<file path="src/rtl/program_operation.sv">
// ---------------------------------------------------------------------------
// program_operation
//
// NAND-flash page-program controller. This is the write-direction counterpart
// of read_operation. A host start request (address + byte count) makes the
// controller issue the sequence
//     0x80 (CLE) / addr low (ALE) / addr high (ALE) / data bytes / 0x10 (CLE)
// on the 8-bit flash bus. It then waits tWB and polls R/B. Once the array is
// ready again it reads the status register (0x70 + one RE read) and reports
// the outcome.
//
// Ports
//   clk, reset          system clock (rising edge), synchronous active-high reset
//   start, addr, len    host request; accepted only while is_ready_out=1
//   wr_data, wr_valid,  host data stream, one byte per wr_valid&wr_ready
//   wr_ready
//   CE, CLE, ALE, WE,   flash control strobes (CE/WE/RE active-low)
//   RE
//   RB                  flash ready/busy (0 = busy)
//   io_in, io_out,      flash data bus; io_oe enables the output side
//   io_oe
//   complete            one-cycle pulse when an operation ends
//   is_ready_out        controller idle
//   status, fail,       last status byte, pass/fail, busy timeout
//   timeout
//   bytes_written       data bytes sent in the current/last operation
// ---------------------------------------------------------------------------
module program_operation #(
    parameter logic [7:0]  CMD_PROG1    = 8'h80,
    parameter logic [7:0]  CMD_PROG2    = 8'h10,
    parameter logic [7:0]  CMD_STATUS   = 8'h70,
    parameter int unsigned TWB_CYC      = 4,
    parameter logic [15:0] BUSY_TIMEOUT = 16'd50000
) (
    input  logic        clk,
    input  logic        reset,
    input  logic        start,
    input  logic [15:0] addr,
    input  logic [7:0]  len,
    input  logic [7:0]  wr_data,
    input  logic        wr_valid,
    output logic        wr_ready,
    output logic        CE,
    output logic        CLE,
    output logic        ALE,
    output logic        WE,
    output logic        RE,
    input  logic        RB,
    input  logic [7:0]  io_in,
    output logic [7:0]  io_out,
    output logic        io_oe,
    output logic        complete,
    output logic        is_ready_out,
    output logic [7:0]  status,
    output logic        fail,
    output logic        timeout,
    output logic [7:0]  bytes_written
);

    typedef enum logic [3:0] {
        IDLE,
        CMD1,
        ADDR0,
        ADDR1,
        DATA,
        CMD2,
        TWB,
        WAIT_RB,
        STAT_CMD,
        STAT_RD,
        DONE
    } state_t;

    // Sub-cycle position inside a state.
    //   Bus write states: PH0 = WE low, PH1 = WE high (data held).
    //   DATA additionally uses PH2 = no byte on the bus (stall / waiting).
    //   STAT_RD: PH0/PH1 = RE low (capture in PH1), PH2 = RE high.
    typedef enum logic [1:0] {
        PH0,
        PH1,
        PH2
    } phase_t;

    state_t      state;
    state_t      next_state;
    phase_t      sub;
    phase_t      next_sub;

    logic [15:0] addr_reg;
    logic [7:0]  len_reg;
    logic [7:0]  data_reg;
    logic [7:0]  twb_cnt;
    logic [15:0] busy_cnt;

    logic        accept;
    logic        twb_done;
    logic        busy_expired;

    assign accept       = wr_valid & wr_ready;
    assign twb_done     = (twb_cnt == 8'(TWB_CYC - 1));
    assign busy_expired = (busy_cnt == (BUSY_TIMEOUT - 16'd1));

    // State register: the FSM position and its sub-cycle phase.
    always_ff @(posedge clk) begin
        if (reset) begin
            state <= IDLE;
            sub   <= PH0;
        end else begin
            state <= next_state;
            sub   <= next_sub;
        end
    end

    // Next-state logic. Every bus write cycle takes PH0 then PH1. DATA leaves
    // through CMD2 once the last byte has reached its WE-high phase, so the
    // flash has latched it before the confirm command starts.
    always_comb begin
        next_state = state;
        next_sub   = sub;
        case (state)
            IDLE: begin
                if (start) begin
                    next_state = CMD1;
                    next_sub   = PH0;
                end
            end
            CMD1: begin
                if (sub == PH0) begin
                    next_sub = PH1;
                end else begin
                    next_state = ADDR0;
                    next_sub   = PH0;
                end
            end
            ADDR0: begin
                if (sub == PH0) begin
                    next_sub = PH1;
                end else begin
                    next_state = ADDR1;
                    next_sub   = PH0;
                end
            end
            ADDR1: begin
                if (sub == PH0) begin
                    next_sub = PH1;
                end else if (len_reg == 8'd0) begin
                    next_state = CMD2;
                    next_sub   = PH0;
                end else begin
                    next_state = DATA;
                    next_sub   = PH2;
                end
            end
            DATA: begin
                if (sub == PH0) begin
                    next_sub = PH1;
                end else if (bytes_written == len_reg) begin
                    next_state = CMD2;
                    next_sub   = PH0;
                end else if (accept) begin
                    next_sub = PH0;
                end else begin
                    next_sub = PH2;
                end
            end
            CMD2: begin
                if (sub == PH0) begin
                    next_sub = PH1;
                end else begin
                    next_state = TWB;
                    next_sub   = PH0;
                end
            end
            TWB: begin
                if (twb_done) begin
                    next_state = WAIT_RB;
                end
            end
            WAIT_RB: begin
                if (RB) begin
                    next_state = STAT_CMD;
                    next_sub   = PH0;
                end else if (busy_expired) begin
                    next_state = DONE;
                end
            end
            STAT_CMD: begin
                if (sub == PH0) begin
                    next_sub = PH1;
                end else begin
                    next_state = STAT_RD;
                    next_sub   = PH0;
                end
            end
            STAT_RD: begin
                case (sub)
                    PH0:     next_sub = PH1;
                    PH1:     next_sub = PH2;
                    default: begin
                        next_state = DONE;
                        next_sub   = PH0;
                    end
                endcase
            end
            DONE: begin
                next_state = IDLE;
                next_sub   = PH0;
            end
            default: begin
                next_state = IDLE;
                next_sub   = PH0;
            end
        endcase
    end

    // Datapath registers. These are the request latch, the data holding
    // register, the tWB and busy counters, and the host-visible result
    // registers. status and fail keep their values between operations.
    // status is only overwritten by a completed status read.
    always_ff @(posedge clk) begin
        if (reset) begin
            addr_reg      <= 16'h0000;
            len_reg       <= 8'h00;
            data_reg      <= 8'h00;
            twb_cnt       <= 8'h00;
            busy_cnt      <= 16'h0000;
            status        <= 8'h00;
            fail          <= 1'b0;
            timeout       <= 1'b0;
            bytes_written <= 8'h00;
        end else begin
            case (state)
                IDLE: begin
                    if (start) begin
                        addr_reg      <= addr;
                        len_reg       <= len;
                        bytes_written <= 8'h00;
                        fail          <= 1'b0;
                        timeout       <= 1'b0;
                    end
                end
                DATA: begin
                    if (sub == PH0) begin
                        bytes_written <= bytes_written + 8'd1;
                    end else if (accept) begin
                        data_reg <= wr_data;
                    end
                end
                CMD2: begin
                    twb_cnt <= 8'h00;
                end
                TWB: begin
                    twb_cnt  <= twb_cnt + 8'd1;
                    busy_cnt <= 16'h0000;
                end
                WAIT_RB: begin
                    if (!RB) begin
                        busy_cnt <= busy_cnt + 16'd1;
                        if (busy_expired) begin
                            timeout <= 1'b1;
                            fail    <= 1'b1;
                        end
                    end
                end
                STAT_RD: begin
                    if (sub == PH1) begin
                        status <= io_in;
                        fail   <= io_in[0];
                    end
                end
                default: begin
                end
            endcase
        end
    end

    // Output decode from state and phase only, so the strobes are clean.
    // io_oe is only raised in write states, and RE only falls in STAT_RD.
    // This keeps the bus from being driven while the flash drives it.
    always_comb begin
        CE           = 1'b0;
        WE           = 1'b1;
        RE           = 1'b1;
        CLE          = 1'b0;
        ALE          = 1'b0;
        io_oe        = 1'b0;
        io_out       = 8'h00;
        wr_ready     = 1'b0;
        complete     = 1'b0;
        is_ready_out = 1'b0;
        case (state)
            IDLE: begin
                CE           = 1'b1;
                is_ready_out = 1'b1;
            end
            CMD1: begin
                CLE    = 1'b1;
                io_oe  = 1'b1;
                io_out = CMD_PROG1;
                WE     = (sub != PH0);
            end
            ADDR0: begin
                ALE    = 1'b1;
                io_oe  = 1'b1;
                io_out = addr_reg[7:0];
                WE     = (sub != PH0);
            end
            ADDR1: begin
                ALE    = 1'b1;
                io_oe  = 1'b1;
                io_out = addr_reg[15:8];
                WE     = (sub != PH0);
            end
            DATA: begin
                if (sub != PH2) begin
                    io_oe  = 1'b1;
                    io_out = data_reg;
                    WE     = (sub != PH0);
                end
                wr_ready = (sub != PH0) && (bytes_written != len_reg);
            end
            CMD2: begin
                CLE    = 1'b1;
                io_oe  = 1'b1;
                io_out = CMD_PROG2;
                WE     = (sub != PH0);
            end
            STAT_CMD: begin
                CLE    = 1'b1;
                io_oe  = 1'b1;
                io_out = CMD_STATUS;
                WE     = (sub != PH0);
            end
            STAT_RD: begin
                RE = (sub == PH2);
            end
            DONE: begin
                CE       = 1'b1;
                complete = 1'b1;
            end
            default: begin
            end
        endcase
    end

endmodule

</file>
<file path="config.mk">
export PLATFORM = sky130hd
export DESIGN_NAME = program_operation
export DESIGN_NICKNAME = d
export VERILOG_FILES = /design/src/rtl/program_operation.sv
export SDC_FILE = /design/constraint.sdc
export NUM_CORES = 1
export LEC_CHECK = 0
export ABC_CLOCK_PERIOD_IN_PS = 2000
export CORE_ASPECT_RATIO = 1.2
export CORE_UTILIZATION = 46
export DETAILED_ROUTE_END_ITERATION = 8
export GPL_ROUTABILITY_DRIVEN = 0
export GPL_TIMING_DRIVEN = 0
export PLACE_DENSITY = 0.72
export SYNTH_ARGS = -nofsm -noshare
export SYNTH_HDL_FRONTEND = slang
export SYNTH_SLANG_ARGS = --single-unit
</file>
<file path="constraint.sdc">
create_clock -name clk -period 2 [get_ports clk]
set_input_delay 0.3 -clock clk [delete_from_list [all_inputs] [get_ports clk]]
set_output_delay 0.3 -clock clk [all_outputs]
set_load 0.01 [all_outputs]
</file>
==> summary.md, run 1 <==
| Metric | Value |
|---|---|
| Slowest cell on crit path | or3b_4 |
| Outcome | finished, violations left |
| Num rows | 36 |
| Layout area overhead | 38.47% |
| Max Used Layer | met4 |
| Kind of cell adding the most delay to the critical path | simple AND/OR/NAND/NOR gates |
| Synth async-reset ratio | 0% |
| Crit-path max cell delay | 0.38 ns |
| Predominant post-synthesis flop cell | dfxtp_1 |
| Vias in the first global route | 3634 |
| Sequential share of the synthesized area | 41.21% |
| Vias | 3911 |
| Drt first pass iters | 5 |
| Worst Path Buf+Inv | 3 |
| Core area | 8153 µm² |
| HP Class | reg -> reg |
| Yosys reg bits | 80 |
| Synth Instances | 484 |
| Hold Startpoint | addr_reg[1] |
| Initial antenna violation count | 0 |
| Hold path depth | 2 |
| Htree depth | 3 |
| CTS sink count | 80 |
| Largest net degree at the start of global routing | 14 |
| Final layout net count | 643 |
| Fin. Hold Viols | 0 |
| Setup Viol. Count Final | 2 |
| Clock Skew | 0.01343 ns |
| Fillers | 664 |
| Maximum VDD drop | 0.5798 mV |
| WL met3 | 475 µm |
| CTS tree | yes |
| Startpoint types | flop |
| Failing checks | setup timing |
| Metal2 WL | 5515 µm |
| Total power | 0.005189 W |
| Max Cap Violations | 0 |
| Die ar. | 8821 µm² |
| YS warnings | 0 |
| Worst setup margin | -0.06005 ns |
| Crit Path Category | reg -> out |
| FMAX | 0.4854 GHz |
| Avg Cell Area, Syn | 8.029 µm² |
| Crit path max fanout | 5 |
| RSZ-0062 raised after global routing | yes |
| Least-Margin Pin Slew | 0.7029 ns |
| Routed len/inst | 15.26 µm |
| Post-synth EDFFs | 0 |
| Worst path depth | 6 |
| Final min period | 2.060 ns |
| # diodes | 0 |
| GRT overflow | 0 |
| Leakage | 2.162 nW |
| Global-route wire length before repair | 16980 µm |
| Initial Utilization | 47.67% |
| Required time of the critical path | 1.70 ns |
| Final wirelength | 10900 µm |
| Max-slew violations | 0 |
| CP endpoint kind | primary output |
| Final ANT Viol Nets | 0 |
| Dpl ws | -0.4862 ns |
| Drc violations | 0 |
| Cts bufs inserted | 9 |
| CP startpoint | state[0] |
| RR Startpoint | state[3] |
| Via density | 5.478 |
| Worst slew margin | 53.14% |
| Dpl hpwl | 7433 µm |
| Worst-path cell chain | clkbuf_16 -> or3b_4 -> a21oi_2 -> o21a_1 -> inv_1 -> buf_2 |
| Tcrit/Tclk final | 103.0% |
| WL met1 | 4581 µm |
| I/O pin cnt | 80 |
| Critical path arrival | 1.76 ns |
| # port buffers | 78 |
| CTS root buf | clkbuf_8 |
| Synth unique cells | 53 |
| Pwr Density | 964.2 nW/µm² |
| Starting DRT DRC Count | 217 |
| Proportion of layout cells with a drive suffix above 1 | 19.17% |
| Die Y | 102.7 µm |
| Area of the mapped netlist | 3886 µm² |
| Clock transition at the registers of the reported paths | 0.08 ns |
| FF-to-FF path depth | 9 |
| Post-synth net total | 532 |
| Die width | 85.91 µm |
| Clock Latency Late Sink | 0.35 ns |
| CTS Buffer Depth | 2 |
| All-Layer GR Usage | 24.64% |
[repair_timing]
item,in CTS,in global routing
setup buffers,14,13
hold endpoints to repair,0,0
gates cloned,0,1
endpoints found under the setup margin,33,51
pin swaps,15,12
resized for setup,116,32
hold buffers,0,0
[report_power, final]
group | switching, W | total (W) | internal, W
logic | 0.00119 | 0.00225 | 0.00106
clock network | 0.000588 | 0.00107 | 0.000486
registers | 0.000122 | 0.00187 | 0.00174
total | 0.00190 | 0.00519 | 0.00329
[synthesized netlist by cell type, types with 2 or more instances]
library cell   n  area share [%]
nor2b_1        2            0.32
nor4b_1        2            0.45
clkbuf_1      23             2.2
o21ai_0       17             2.2
a211oi_1       5            0.97
and4b_1        2            0.52
nand2_1       75             7.2
o21a_1         3            0.58
and3_1         5            0.80
nand3b_1       2            0.39
and2_1         6            0.97
nand3_1        9             1.2
nor3_1         9             1.2
nand4_1        3            0.48
nor4bb_1       3            0.77
o2111ai_1      2            0.45
inv_1         13             1.3
or3_1          9             1.4
o22ai_1        2            0.32
nor2_1        58             5.6
a31oi_1        2            0.32
dfxtp_1       80              41
xor2_1        15             3.4
buf_2          5            0.64
mux2i_1       19             4.9
nand2b_1      12             1.9
o211ai_1       3            0.58
a22oi_1        2            0.39
ha_1           3            0.97
nor4_1         6            0.97
a222oi_1       4             1.0
buf_6          2            0.58
a21oi_1       53             6.8
xnor2_1        6             1.4
mux2_2         4             1.2
[final cells by class]
class	instances	area, µm²	share of cell area [%]
plain buffers	24	168.9	3.139
clock buffers	12	145.1	2.697
well taps	114	142.6	2.651
flip-flops and latches	80	1620	30.11
inverters	14	57.56	1.070
repair buffers	106	952.2	17.69
clock inverters	4	30.03	0.5580
multi-input cells	360	2265	42.08
[cells in the final DEF (no fill, tap or decap), types with 4 or more instances in the layout]
cell and instances:
and2_1 4, buf_6 5, dfxtp_1 69, buf_4 25, nor3_1 9, clkbuf_8 11
clkbuf_1 13, nor2_1 52, a21oi_2 6, and3_1 4, o21ai_0 12, clkinvlp_4 4
a21oi_1 47, xnor2_1 6, o21ai_1 4, xor2_1 15, nor4_1 4, or3_1 9
inv_1 13, nand2b_1 9, a211oi_1 4, nand2_1 74, clkdlybuf4s50_1 61, dfxtp_2 9
nand3_1 9, clkbuf_2 4, mux2i_1 19, buf_2 13, a222oi_1 4
[through the flow]
| step | hold slack, ns | area (µm²) | util (%) | std cells | TNS, ns |
|---|---|---|---|---|---|
| 2_1_floorplan | 0.4329 | 3886 | - | 484 | 0 |
| 3_3_place_gp | 0.4415 | 4810 | 58.99 | 676 | -6.763 |
| 3_5_place_dp | 0.4452 | 4810 | 58.99 | 676 | -7.167 |
| 4_1_cts | 0.4570 | 5220 | 64.03 | 704 | -0.1304 |
| 5_1_grt | 0.4777 | 5381 | 66.01 | 714 | -0.4615 |
| 6_report | 0.4609 | 5381 | 66.01 | 714 | -0.07675 |
[worst min-delay path, cell delays in order, from the launching register on]
cell	delay, ns
dfxtp_1	0.31
nand2_1	0.05
a21oi_1	0.05
[cell families (layout without fill, tap and decap cells)]
kind of cell,count (synthesis),after routing,share of synthesized area (%)
AOI/OAI and AO/OA,102,102,16.07
xor gates and xnor gates,21,21,4.733
adders and majority gates,3,3,0.9660
buffers and inverters,44,160,4.829
DFF,80,80,41.21
muxes,23,23,6.053
and+or+nand+nor,211,211,26.14
[metal layers]
metal / vias up / track usage (%)
met2: 116 / 44.20
met4: 0 / 11.79
li1: 1900 / -
met1: 1869 / 28.81
met3: 26 / 3.763
met5: - / 0
[worst paths after layout]
path / to / slack [ns]
setup / recovery: WE / -0.06
hold / removal: addr_reg[1] / 0.46
setup reg to reg: busy_cnt[5] / 0.03
hold reg to reg: addr_reg[1] / 0.46
(Power assumes the default switching activity.)
==> run 2: changes to the inputs <==
CORE_UTILIZATION = 48   (was 46)
CTS_BUF_LIST = sky130_fd_sc_hd__clkbuf_2   (was default)
PLACE_DENSITY = 0.75   (was 0.72)
==> summary.md, run 2 (same netlist as run 1, synthesis figures left out) <==
| Metric | Value |
|---|---|
| Sequential power share | 35.4% |
| CP endpoint kind | primary output |
| Final non-filler cell area | 5465 µm² |
| Maximum VDD drop | 0.5077 mV |
| Starting DRT DRC Count | 223 |
| Max-slew violations | 0 |
| # diodes | 0 |
| Slowest cell on crit path | dfxtp_4 |
| HP Class | in -> reg |
| Proportion of layout cells with a drive suffix above 1 | 23.14% |
| Layout area overhead | 40.63% |
| Int Pwr | 0.003279 W |
| Final layout net count | 649 |
| Commonest non-fill, non-tap cell in the layout | nand2_1 |
| Worst-path cell chain | buf_6 -> or3b_4 -> a21oi_2 -> o21a_1 -> inv_1 -> buf_2 |
| Initial antenna violation count | 0 |
| Routed len/inst | 16.68 µm |
| Total power | 0.005276 W |
| Inst Count DP | 654 |
| CTS Buffer Depth | 2 |
| Drc violations | 2 |
| Critical path arrival | 1.95 ns |
| Pwr Density | 965.3 nW/µm² |
| Hold Startpoint | addr[6] |
| Final min period | 2.254 ns |
| Num rows | 35 |
| FF-to-FF path depth | 8 |
| Startpoint types | flop |
| CTS root buf | clkbuf_2 |
| CTS sink count | 80 |
| Via density | 5.717 |
| RSZ-0062 raised after global routing | yes |
| Die width | 84.14 µm |
| Tcrit/Tclk final | 112.7% |
| Failing checks | DRC, setup timing |
| Outcome | finished, violations left |
| Dpl hpwl | 7634 µm |
| Crit path max fanout | 6 |
| All-Layer GR Usage | 26.54% |
| Critical register-to-register path endpoint | bytes_written[7] |
| Clock Skew | 0.02066 ns |
| Vias in the first global route | 3841 |
| Hold path depth | 3 |
| Sw power | 0.001996 W |
| Clock Latency Late Sink | 0.54 ns |
| Final ANT Viol Nets | 0 |
| Clock network power share | 16.0% |
| Crit Path Category | reg -> out |
| # hold bufs at CTS | 0 |
| GRT overflow | 0 |
| Proportion of power drawn by combinational gates | 48.6% |
| Required time of the critical path | 1.70 ns |
| Cts bufs inserted | 9 |
| Largest net degree at the start of global routing | 14 |
| Most frequent cells in the layout | nand2_1 (72), dfxtp_1 (66), clkdlybuf4s50_1 (60) |
| Crit-path max cell delay | 0.42 ns |
| Fin. Hold Viols | 0 |
| Max Cap Violations | 0 |
| Placed Area | 4782 µm² |
| Leakage | 2.222 nW |
| Vias | 3985 |
| Setup slack, reg-to-reg | -0.09 ns |
| Initial Utilization | 50.14% |
| # port buffers | 78 |
| Worst setup margin | -0.2544 ns |
| Core area | 7751 µm² |
| Final TNS setup | -2.522 ns |
| Endpoint, Worst Hold | addr_reg[6] |
| Drt first pass iters | 7 |
| Least-Margin Pin Slew | 0.6596 ns |
| Clock transition at the registers of the reported paths | 0.23 ns |
| CTS tree | yes |
| Fin cells | 697 |
| Worst slew margin | 56.02% |
| Setup Viol. Count Final | 18 |
| Die Y | 100.6 µm |
| FMAX | 0.4436 GHz |
| I/O pin cnt | 80 |
| Die ar. | 8462 µm² |
| RR Startpoint | state[1] |
| Htree depth | 3 |
| Switching Fraction | 37.84% |
| Global-route wire length before repair | 17650 µm |
| Final wirelength | 11630 µm |
-- run 2: metrics by stage --
step / hold slack (ns) / setup WS (ns) / utilization, %
after CTS: 0.2662 / -0.2109 / 67.73
after floorplan: 0.4329 / 0.1069 / -
after detailed placement: 0.4468 / -0.4492 / 61.69
after global placement: 0.4437 / -0.4517 / 61.69
after global routing: 0.2641 / -0.3119 / 70.51
final: 0.2662 / -0.2544 / 70.51
-- run 2: how the worst max path moves through the flow --
stage | startpoint | end | slack [ns] | depth (start not counted)
global route | state[0] | io_out[1] | -0.31 | 6
CTS | state[0] | io_out[4] | -0.21 | 6
detailed placement | state[0] | io_out[5] | -0.45 | 6
global placement | state[0] | io_out[4] | -0.45 | 6
finish | state[3] | WE | -0.25 | 6
floorplan | state[2] | bytes_written[7] | 0.11 | 7
-- run 2: routing by layer --
metal / GRT usage [%] / part of all wire [%] / vias up
met3: 4.423 / 5.0 / 41
met2: 48.30 / 52 / 133
met4: 16.31 / 4.8 / 0
met1: 28.90 / 38 / 1903
met5: 0 / 0 / -
li1: - / - / 1908
-- run 2: power by group through the flow --
stage	combinational, W	clock, W	sequential (W)
4_1_cts	0.00213	0.000838	0.00185
3_5_place_dp	0.00166	0	0.00188
2_1_floorplan	0.00106	0	0.00186
3_3_place_gp	0.00165	0	0.00187
5_1_grt	0.00273	0.000912	0.00188
6_report	0.00256	0.000846	0.00187
-- run 2: worst max-delay path: cells and delay by family, from the launching register on --
| kind | cells | cell delay, ns |
|---|---|---|
| AO/OA/AOI/OAI | 2 | 0.31 |
| buffers and inverters | 3 | 0.30 |
| AND/OR/NAND/NOR | 1 | 0.39 |
| flip-flops | 1 | 0.42 |
-- run 2: area by class of cell --
class,instances,area [µm²]
buffer,23,195.2
clock buffer,9,45.04
clock inverter,6,61.31
fill,588,2286
inverter,14,57.56
multi-input combinational,360,2346
sequential,80,1632
tap,92,115.1
timing repair buffer,113,1013
-- run 2: timing repair --
action                     CTS  global route
setup buffers               25            11
pin swaps                   22            17
gates cloned                 1             0
setup endpoints to repair   34            56
resized for setup          148            58
